File: config.mk
export PLATFORM = sky130hd
export DESIGN_NAME = mipi_csi_rx_vc_stream_controller
export DESIGN_NICKNAME = d
export VERILOG_FILES = /design/src/rtl/mipi_csi_rx_pkg.sv /design/src/rtl/mipi_csi_rx_gsp_fifo.sv /design/src/rtl/mipi_csi_rx_vc_stream_controller.sv
export SDC_FILE = /design/constraint.sdc
export NUM_CORES = 1
export LEC_CHECK = 0
export ABC_AREA = 1
export CAP_MARGIN = 20
export CORE_ASPECT_RATIO = 1.2
export CORE_MARGIN = 2
export CORE_UTILIZATION = 45
export DETAILED_ROUTE_END_ITERATION = 16
export DONT_BUFFER_PORTS = 1
export GPL_TIMING_DRIVEN = 0
export PLACE_DENSITY = 0.58
export SLEW_MARGIN = 30
export SYNTH_ARGS = -nofsm -noshare
export SYNTH_HDL_FRONTEND = slang
export SYNTH_SLANG_ARGS = --single-unit
File: constraint.sdc
create_clock -name clk_i -period 2.6 [get_ports clk_i]
set_clock_uncertainty 0.2 [all_clocks]
set_input_delay 0.39 -clock clk_i [delete_from_list [all_inputs] [get_ports clk_i]]
set_output_delay 0.39 -clock clk_i [all_outputs]
set_load 0.005 [all_outputs]
File: src/rtl/mipi_csi_rx_pkg.sv
// Shared definitions for the CSI-2 RX virtual-channel stream controller:
// data-type codes, the frame sync state encoding and the GSP FIFO entry.
package mipi_csi_rx_pkg;

  localparam logic [5:0] DT_FS       = 6'h00;
  localparam logic [5:0] DT_FE       = 6'h01;
  localparam logic [5:0] DT_LS       = 6'h02;
  localparam logic [5:0] DT_LE       = 6'h03;
  localparam logic [5:0] DT_GSP_BASE = 6'h08;
  localparam logic [5:0] DT_EMB      = 6'h12;

  typedef enum logic [1:0] {
    SYNC_IDLE      = 2'd0,
    SYNC_IN_FRAME  = 2'd1,
    SYNC_OUT_FRAME = 2'd2
  } sync_state_t;

  typedef struct packed {
    logic [2:0]  code;
    logic [15:0] value;
  } gsp_entry_t;

  // Generic short packets occupy 0x08..0x0F, i.e. the upper three bits match the base.
  function automatic logic is_gsp(input logic [5:0] dt);
    return dt[5:3] == DT_GSP_BASE[5:3];
  endfunction

endpackage

File: src/rtl/mipi_csi_rx_gsp_fifo.sv
// First-word fall-through queue of generic short packets for one stream.
// A push into a full queue is dropped and reported, unless a pop frees a slot in the same cycle.
module mipi_csi_rx_gsp_fifo
  import mipi_csi_rx_pkg::*;
#(
  parameter int  DEPTH   = 8,
  parameter type entry_t = gsp_entry_t
) (
  input  logic   clk_i,
  input  logic   reset_n_i,
  input  logic   push_i,
  input  entry_t push_data_i,
  input  logic   pop_i,
  input  logic   flush_i,
  output entry_t head_o,
  output logic   full_o,
  output logic   empty_o,
  output logic   overflow_o
);

  localparam int AW = $clog2(DEPTH);

  entry_t        mem [DEPTH];
  logic [AW:0]   wr_ptr_r;
  logic [AW:0]   rd_ptr_r;
  logic          do_push;
  logic          do_pop;

  assign empty_o    = (wr_ptr_r == rd_ptr_r);
  assign full_o     = (wr_ptr_r[AW] != rd_ptr_r[AW]) &&
                      (wr_ptr_r[AW-1:0] == rd_ptr_r[AW-1:0]);
  assign do_pop     = pop_i & ~empty_o;
  assign do_push    = push_i & (~full_o | do_pop);
  assign overflow_o = push_i & full_o & ~do_pop;
  assign head_o     = mem[rd_ptr_r[AW-1:0]];

  always_ff @(posedge clk_i or negedge reset_n_i) begin
    if (!reset_n_i) begin
      wr_ptr_r <= '0;
      rd_ptr_r <= '0;
    end else if (flush_i) begin
      wr_ptr_r <= '0;
      rd_ptr_r <= '0;
    end else begin
      if (do_push) wr_ptr_r <= wr_ptr_r + 1'b1;
      if (do_pop)  rd_ptr_r <= rd_ptr_r + 1'b1;
    end
  end

  always_ff @(posedge clk_i or negedge reset_n_i) begin
    if (!reset_n_i) begin
      for (int k = 0; k < DEPTH; k++) mem[k] <= '0;
    end else if (do_push && !flush_i) begin
      mem[wr_ptr_r[AW-1:0]] <= push_data_i;
    end
  end

endmodule

File: src/rtl/mipi_csi_rx_vc_stream_controller.sv
// Routes decoded CSI-2 packet headers to NUM_STREAMS virtual-channel streams, tracking
// frame/line state, sync and payload errors, and queueing generic short packets per stream.
module mipi_csi_rx_vc_stream_controller
  import mipi_csi_rx_pkg::*;
#(
  parameter int NUM_STREAMS = 4,
  parameter int VC_W        = 4,
  parameter int GSP_DEPTH   = 8
) (
  input  logic                      clk_i,
  input  logic                      reset_n_i,
  input  logic                      packet_header_valid_i,
  input  logic [15:0]               packet_length_i,
  input  logic [VC_W-1:0]           vc_id_i,
  input  logic [5:0]                data_type_i,
  input  logic                      err_crc_i,
  input  logic                      err_sot_sync_hs_i,
  input  logic                      err_ecc_double_i,
  input  logic [NUM_STREAMS-1:0]    stream_enable_i,
  input  logic [NUM_STREAMS*VC_W-1:0] vc_id_reg_i,
  input  logic [NUM_STREAMS*6-1:0]  data_type_reg_i,
  input  logic [NUM_STREAMS-1:0]    clear_frame_sync_i,
  input  logic [NUM_STREAMS-1:0]    clear_frame_data_i,
  input  logic [NUM_STREAMS-1:0]    clear_gsp_ovf_i,
  input  logic [NUM_STREAMS-1:0]    gsp_pop_i,
  output logic [NUM_STREAMS-1:0]    activate_stream_o,
  output logic [NUM_STREAMS-1:0]    frame_valid_o,
  output logic [NUM_STREAMS-1:0]    line_valid_o,
  output logic [NUM_STREAMS*16-1:0] frame_num_o,
  output logic [NUM_STREAMS*16-1:0] line_num_o,
  output logic [NUM_STREAMS-1:0]    err_frame_sync_o,
  output logic [NUM_STREAMS-1:0]    err_frame_data_o,
  output logic [NUM_STREAMS-1:0]    gsp_valid_o,
  output logic [NUM_STREAMS*3-1:0]  gsp_code_o,
  output logic [NUM_STREAMS*16-1:0] gsp_data_o,
  output logic [NUM_STREAMS-1:0]    gsp_ovf_o
);

  logic valid_r;
  logic hdr_evt;
  logic fatal_err;

  always_ff @(posedge clk_i or negedge reset_n_i) begin
    if (!reset_n_i) valid_r <= 1'b0;
    else            valid_r <= packet_header_valid_i;
  end

  // A header held valid across several cycles yields a single event on its rising edge.
  assign hdr_evt   = packet_header_valid_i & ~valid_r;
  assign fatal_err = err_sot_sync_hs_i | err_ecc_double_i;

  for (genvar i = 0; i < NUM_STREAMS; i++) begin : g_stream
    logic        match;
    logic        evt;
    logic        evt_fs, evt_fe, evt_ls, evt_le, evt_gsp;
    sync_state_t state_r, state_n;
    logic        sync_err;
    logic        act_r;
    logic        frame_valid_r, line_valid_r;
    logic [15:0] frame_num_r, line_num_r;
    logic        err_sync_r, err_data_r, payload_err_r, ovf_r;
    gsp_entry_t  push_entry, head;
    logic        fifo_full, fifo_empty, fifo_ovf;

    assign match   = stream_enable_i[i] & (vc_id_i == vc_id_reg_i[i*VC_W +: VC_W]);
    assign evt     = hdr_evt & match;
    assign evt_fs  = evt & (data_type_i == DT_FS);
    assign evt_fe  = evt & (data_type_i == DT_FE);
    assign evt_ls  = evt & (data_type_i == DT_LS);
    assign evt_le  = evt & (data_type_i == DT_LE);
    assign evt_gsp = evt & is_gsp(data_type_i);

    always_ff @(posedge clk_i or negedge reset_n_i) begin
      if (!reset_n_i) state_r <= SYNC_IDLE;
      else            state_r <= state_n;
    end

    always_comb begin
      state_n  = state_r;
      sync_err = 1'b0;
      if (!stream_enable_i[i]) begin
        state_n = SYNC_IDLE;
      end else if (evt_fs) begin
        state_n  = SYNC_IN_FRAME;
        sync_err = (state_r == SYNC_IN_FRAME);
      end else if (evt_fe) begin
        state_n  = SYNC_OUT_FRAME;
        sync_err = (state_r != SYNC_IN_FRAME);
      end
    end

    always_ff @(posedge clk_i or negedge reset_n_i) begin
      if (!reset_n_i) begin
        act_r         <= 1'b0;
        frame_valid_r <= 1'b0;
        line_valid_r  <= 1'b0;
        frame_num_r   <= '0;
        line_num_r    <= '0;
      end else begin
        act_r <= packet_header_valid_i & match &
                 ((data_type_i == data_type_reg_i[i*6 +: 6]) | (data_type_i == DT_EMB));
        if (!stream_enable_i[i]) begin
          frame_valid_r <= 1'b0;
          line_valid_r  <= 1'b0;
        end else begin
          if (evt_fs) begin
            frame_valid_r <= 1'b1;
            frame_num_r   <= packet_length_i;
            line_num_r    <= '0;
          end
          if (evt_fe) frame_valid_r <= 1'b0;
          // A zero line number in LS means "next line"; the 16-bit add wraps naturally.
          if (evt_ls) begin
            line_valid_r <= 1'b1;
            line_num_r   <= (packet_length_i != 16'd0) ? packet_length_i : line_num_r + 16'd1;
          end
          if (evt_le) line_valid_r <= 1'b0;
        end
      end
    end

    always_ff @(posedge clk_i or negedge reset_n_i) begin
      if (!reset_n_i) begin
        err_sync_r    <= 1'b0;
        err_data_r    <= 1'b0;
        payload_err_r <= 1'b0;
        ovf_r         <= 1'b0;
      end else begin
        if (sync_err | fatal_err)        err_sync_r <= 1'b1;
        else if (clear_frame_sync_i[i])  err_sync_r <= 1'b0;

        if (evt_fe & (payload_err_r | (err_crc_i & act_r))) err_data_r <= 1'b1;
        else if (clear_frame_data_i[i])                     err_data_r <= 1'b0;

        if (!stream_enable_i[i] || evt_fe) payload_err_r <= 1'b0;
        else if (err_crc_i & act_r)        payload_err_r <= 1'b1;

        if (fifo_ovf)                ovf_r <= 1'b1;
        else if (clear_gsp_ovf_i[i]) ovf_r <= 1'b0;
      end
    end

    assign push_entry.code  = data_type_i[2:0];
    assign push_entry.value = packet_length_i;

    mipi_csi_rx_gsp_fifo #(
      .DEPTH   (GSP_DEPTH),
      .entry_t (gsp_entry_t)
    ) u_gsp_fifo (
      .clk_i       (clk_i),
      .reset_n_i   (reset_n_i),
      .push_i      (evt_gsp),
      .push_data_i (push_entry),
      .pop_i       (gsp_pop_i[i]),
      .flush_i     (~stream_enable_i[i]),
      .head_o      (head),
      .full_o      (fifo_full),
      .empty_o     (fifo_empty),
      .overflow_o  (fifo_ovf)
    );

    assign activate_stream_o[i]     = act_r;
    assign frame_valid_o[i]         = frame_valid_r;
    assign line_valid_o[i]          = line_valid_r;
    assign frame_num_o[i*16 +: 16]  = frame_num_r;
    assign line_num_o[i*16 +: 16]   = line_num_r;
    assign err_frame_sync_o[i]      = err_sync_r;
    assign err_frame_data_o[i]      = err_data_r;
    assign gsp_valid_o[i]           = ~fifo_empty;
    assign gsp_code_o[i*3 +: 3]     = head.code;
    assign gsp_data_o[i*16 +: 16]   = head.value;
    assign gsp_ovf_o[i]             = ovf_r;
  end

endmodule

# Yosys cells after proc, flatten, opt, wreduce, memory -nomap -nowiden
# Cells that the tools add are included.
dict set report classes {
  n_addsub 12
  multipliers 0
  div 0
  magnitude_cmp 12
  n_eq_ne 49
  shifts 0
  muxes 132
  n_bitwise 99
  reduce_logical 50
}
# operator count
set ops {}
lappend ops {{$bwmux 152} 4}
lappend ops {{$bmux 19 s3} 4}
lappend ops {{$demux 19 s3} 4}
lappend ops {{$mux 19} 12}
lappend ops {{$mux 16} 12}
lappend ops {{$mux 1} 68}
lappend ops {{$add 16x1->16 const B} 4}
lappend ops {{$mux 4} 16}
lappend ops {{$and 1x1->1} 61}
lappend ops {{$reduce_bool 2->1} 20}
lappend ops {{$add 4x1->4 const B} 8}
lappend ops {{$eq 4x4->1} 8}
lappend ops {{$ge 4x4->1 const B} 8}
lappend ops {{$not 3->4} 8}
lappend ops {{$eq 6x6->1} 4}
lappend ops {{$mux 2} 12}
lappend ops {{$ne 2x1->1 const B} 12}
lappend ops {{$ne 3x1->1 const B} 8}
lappend ops {{$or 1x1->1} 17}
lappend ops {{$lt 4x1->1 const B} 4}
lappend ops {{$reduce_and 2->1} 8}
lappend ops {{$reduce_bool 16->1} 1}
lappend ops {{$not 1->1} 13}
lappend ops {{$eq 3x3->1} 4}
lappend ops {{10 further kinds} 34}
dict set report word_totals {
  reg_bits 805
  latchBits 0
  ram_bits 0
  romBits 0
  input_bits 92
  output_inout_bits 232
  wordCells 467
  mem_count 0
}

# Longest topological paths before layout
# Gate-level depths: netlist (run 1).
dict set report depth {
  depth_word 9
  ltp_mapped 11
  depth_no_buf 11
}

# By module
# A second synthesis (run 1) with hierarchy kept.
dict set report unflattened {
  hier_cells 5285
  hier_area_um2 41050.6
}
# module n_inst cells_each area_each_um2 seq_area_each_um2
set by_module_without_submodules {}
lappend by_module_without_submodules {{mipi_csi_rx_gsp_fifo at g_stream[0].u_gsp_fifo ...} 3 1022 7890.1 4003.8}
lappend by_module_without_submodules {mipi_csi_rx_vc_stream_controller 1 1197 9520.4 4129.0}
lappend by_module_without_submodules {{mipi_csi_rx_gsp_fifo at g_stream[3].u_gsp_fifo} 1 1022 7860.0 4003.8}

# Worst setup path before layout (run 1)
# OpenSTA, ideal clock, no wires.
dict set report synth_timing {
  kind {register to output}
  start {reg g_stream[2].u_gsp_fifo.rd_ptr_r[0]}
  end {out gsp_data_o[40]}
  arrival_time_ns 1.469
  required_time_ns 2.010
  slack_ns 0.541
  path_stages_with_launch 9
  n_path_buf 3
  path_cell_list {dfrtp_1 buf_2 clkinv_1 clkbuf_1 clkbuf_1 nor2_1 o32ai_1 nand2_1 nand2_1}
}
dict set report synth_via {
  elab_chain_len 4
}
# element line
set synth_lines {}
lappend synth_lines {{start, declared} mipi_csi_rx_gsp_fifo.sv:25} ;# logic [AW:0] rd_ptr_r;
lappend synth_lines {{start signal, assigned} mipi_csi_rx_gsp_fifo.sv:46} ;# if (do_pop) rd_ptr_r <= rd_ptr_r + 1'b1;
lappend synth_lines {{$not 3->4 (not written as such)} mipi_csi_rx_gsp_fifo.sv:35} ;# assign head_o = mem[rd_ptr_r[AW-1:0]];
lappend synth_lines {{$bmux 19 s3} mipi_csi_rx_gsp_fifo.sv:35}
lappend synth_lines {{$mux 19 (not written as such) (2 in a row)} mipi_csi_rx_gsp_fifo.sv:35}
lappend synth_lines {{end, declared} mipi_csi_rx_vc_stream_controller.sv:35} ;# output logic [NUM_STREAMS*16-1:0] gsp_data_o,
# Every way passes these cells. The select of a mux whose other input is x is not followed.

# Final worst setup path (run 1)
dict set report layout_timing {
  start {reg g_stream[3].u_gsp_fifo.rd_ptr_r[0]}
  end {out gsp_data_o[62]}
}
dict set report layout_via {
  elab_chain_len 4
}
# element line
set layout_lines {}
lappend layout_lines {{start, declared} mipi_csi_rx_gsp_fifo.sv:25}
lappend layout_lines {{start signal, assigned} mipi_csi_rx_gsp_fifo.sv:46}
lappend layout_lines {{$not 3->4 (not written as such)} mipi_csi_rx_gsp_fifo.sv:35}
lappend layout_lines {{$bmux 19 s3} mipi_csi_rx_gsp_fifo.sv:35}
lappend layout_lines {{$mux 19 (not written as such) (2 in a row)} mipi_csi_rx_gsp_fifo.sv:35}
# Every way passes these cells. The select of a mux whose other input is x is not followed.

==> flow_metrics.py, run 1 <==
metrics = {
    "status": {
        "status": "finished, violations left",
        "violations": "setup timing",
    },
    "synth": {
        "synth_edf_count": 0,
        "ys_seq_area_share_pct": 47.2,
        "synthFlopType": "dfrtp_1",
        "synth_cell_types": 39,
        "ys_seq_elements": 805,
        "syn_area_per_cell_um2": 7.93,
        "synth_top_area_share_pct": 47.2,
        "async_flop_share_pct": 100,
        "yosysWarnings": 0,
        "synthTopCellsByArea": "dfrtp_1 47%, nand2_1 16%, nand4_1 9.4%, nor2_1 5.1%, o32ai_1 3.1%",
        "synthesis.area_mm2": 0.0426,
        "synthCells": 5374,
        "syn_nets": 5478,
        "yosys.area.top_type": "dfrtp_1",
    },
    "drt": {
        "drt_first_pass_iters": 7,
        "drtAntennaViolNets": 0,
        "drt-wirelength-per-cell_um": 25.5,
        "drt_iter0_drc": 4231,
        "routed_wl_mm": 178,
        "viasPerCell": 6.03,
        "routed-via-count": 41900,
        "drc": 0,
    },
    "worst_setup_path": {
        "critical-path-top-delay-family": "buffers and inverters",
        "critical_path_class": "register to output port",
        "startpoint_type": "register",
        "slowest_stage": "dfrtp_2",
        "cpMostUsedCell": "clkbuf_16",
        "arrival_ps": 2270,
        "cp_max_fo": 8,
        "endpoint_kind": "output port",
        "crit_chain": "buf_8, clkinv_8, clkbuf_16, clkbuf_16, nor2_4, o32ai_2, nand2_1, nand2_2",
        "critPathMaxStageDelay_ps": 430,
        "regToRegSetupSlack_ps": 80,
        "required_ps": 2010,
        "timing.critical_path.buf_inv": 4,
    },
    "global_route": {
        "met2_usage_pct": 56.6,
        "grt_use_met1_pct": 44.8,
        "grt_busiest_layer": "met2",
        "grt_pass1_vias": 40300,
        "grtUsageTotal_pct": 35.4,
        "grt_pass1_wl_mm": 262,
        "antenna_found_initial": 4,
        "met3_usage_pct": 6.15,
        "grt_max_degree": 806,
        "grt_overflow": 0,
    },
    "die": {
        "rows": 123,
        "die_area_mm2": 0.0972,
        "die_x_um": 285,
        "die_h_um": 341,
        "initial_utilization_pct": 45.4,
        "core_area_mm2": 0.0939,
        "io_pins": 324,
    },
    "clock_tree": {
        "path_clk_slew_ps": 60,
        "clock_latency_ps": 680,
        "h-tree-depth": 3,
        "cts_root_buf": "clkbuf_16",
        "cts_tree": "done",
        "clk_path_buf_depth": 3,
        "cts_made_buffers": 89,
        "clock-sinks": 805,
    },
    "worst_hold_path": {
        "hold_class": "input port to register",
    },
    "sta": {
        "slew_viol_final": 0,
        "min_period_ps": 2860,
        "setup_viol": 76,
        "min_period_over_period_pct": 110,
        "final.setup.worst_slack_ps": -264,
        "worst_slew_pin_slew_ps": 1180,
        "fmax_ghz": 0.349,
        "max-slew-margin-rel_pct": 21.3,
        "rsz0062_at_grt": "yes",
        "hold_viol": 0,
    },
    "placement": {
        "port_buffers": 0,
        "post-place-ws_ps": -901,
        "gp_congestion": 0.939,
        "dp_hpwl_mm": 117,
    },
    "power_and_ir_drop": {
        "p_int_w": 0.0247,
        "seqPwrFrac_pct": 35.3,
        "power_w": 0.0361,
        "vdd_drop_max_uv": 619,
        "p_sw_share_pct": 31.7,
        "p_clk_share_pct": 38.9,
        "powerDensity_mw_per_mm2": 669,
        "power.leakage_nw": 26.8,
        "comb_power_share_pct": 25.8,
        "p_switching_w": 0.0114,
    },
    "job": {
        "drv_cap": 0,
    },
    "final_layout": {
        "fillers": 8619,
        "syn2layout_area_growth_pct": 26.6,
        "layout.nets": 5731,
        "final_common_cell": "nand2_1",
        "fin_util_pct": 57.5,
        "layout_common_cells": "1,747 x nand2_1, 804 x dfrtp_1, 639 x nand4_1",
        "drive_gt1_share_pct": 20.5,
    },
}
-- path summary, 6_finish.rpt --
path	from	cells after the start	end
min reg2reg	g_stream[1].u_gsp_fifo.mem[21]	2	g_stream[1].u_gsp_fifo.mem[21]
max	g_stream[3].u_gsp_fifo.rd_ptr_r[0]	8	gsp_data_o[62]
max in group asynchronous	reset_n_i	5	g_stream[1].u_gsp_fifo.mem[145]
max reg2reg	g_stream[3].u_gsp_fifo.rd_ptr_r[0]	9	g_stream[3].u_gsp_fifo.mem[71]
min in group asynchronous	reset_n_i	3	g_stream[1].line_num_r[12]
min	data_type_i[4]	6	g_stream[3].act_r
-- synth_stat cells (all sizes together), types with 7 or more instances --
library cell / instances
nand2: 1858
dfrtp: 805
nand4: 671
nor2: 596
buf: 279
o21ai: 258
clkbuf: 240
nand3: 217
o32ai: 152
inv: 143
xor2: 65
xnor2: 23
a21oi: 16
ha: 12
nand3b: 12
o22ai: 8
nor3: 7
-- registers in the layout, indices dropped and copies added, names as in the netlist, 8 cells and up --
register                      cells
g_stream.line_num_r              64
g_stream.u_gsp_fifo.wr_ptr_r     16
g_stream.state_r                  8
g_stream.frame_num_r             64
g_stream.u_gsp_fifo.rd_ptr_r     16
g_stream.u_gsp_fifo.mem         608
-- worst register-to-register path: cells and delay by family (launching register included) --
kind          cells  cell delay (ps)
simple gates      4              660
flops             1              450
buf+inv           4              970
xor+xnor          1              170
-- power by group through the flow --
stage / Combinational, W / Sequential [W] / Clock (W)
2_1_floorplan: 0.00287 / 0.0129 / 0
3_3_place_gp: 0.00494 / 0.0129 / 0
3_5_place_dp: 0.00496 / 0.0129 / 0
4_1_cts: 0.00781 / 0.0127 / 0.0141
5_1_grt: 0.00968 / 0.0127 / 0.0146
6_report: 0.00933 / 0.0127 / 0.0141
-- repair_timing --
item / in CTS / in global routing
endpoints found under the hold margin: 880 / 328
setup buffers: 40 / 22
endpoints found under the setup margin: 116 / 128
resized for setup: 836 / 322
hold buffers: 60 / 4
gates cloned: 28 / 13
pin swaps: 168 / 153
-- routing by layer --
metal / vias up / wire, µm
met5: - / 0
met4: 0 / 13200
met3: 630 / 14400
met2: 2053 / 82200
met1: 20700 / 67700
li1: 18600 / -
-- layout make-up --
type	count	area [µm²]	area share, %
timing repair buffer	164	2200	4.08
clock inverter	43	634	1.17
timing repair inverter	1	8.76	0.0162
clock buffer	120	2530	4.68
multi-input combinational	3902	22200	41.1
antenna	4	10.0	0.0185
sequential	805	20100	37.3
buffer	516	4120	7.63
inverter	148	617	1.14
tap	1250	1560	2.90
-- cell families after synthesis --
group                    after synthesis  share of synthesized area [%]
AO/OA/AOI/OAI                        438                           6.53
XOR/XNOR                              88                           1.81
buffers and inverters                667                           8.11
adder cells (fa/ha/maj)               12                          0.352
flip-flops                           805                           47.2
AND/OR/NAND/NOR                     3364                           36.0
-- stage by stage --
step	TNS, ps	std cells	cell area (µm²)	hold WS (ps)
after floorplan	0	5374	42600	-106
after global placement	-68500	6624	44200	-89.7
after detailed placement	-60910	6626	44200	-78.0
after CTS	-8840	6917	52400	-800
after global routing	-11790	6951	54000	32.7
final	-9140	6953	54000	18.2
No activity file was read; power rests on OpenSTA's default activity.
==> run 2: changes to the inputs <==
CAP_MARGIN = default   (was 20)
==> results of run 2 <==
No change in the layout: final DEF, timing and power equal those of run 1.
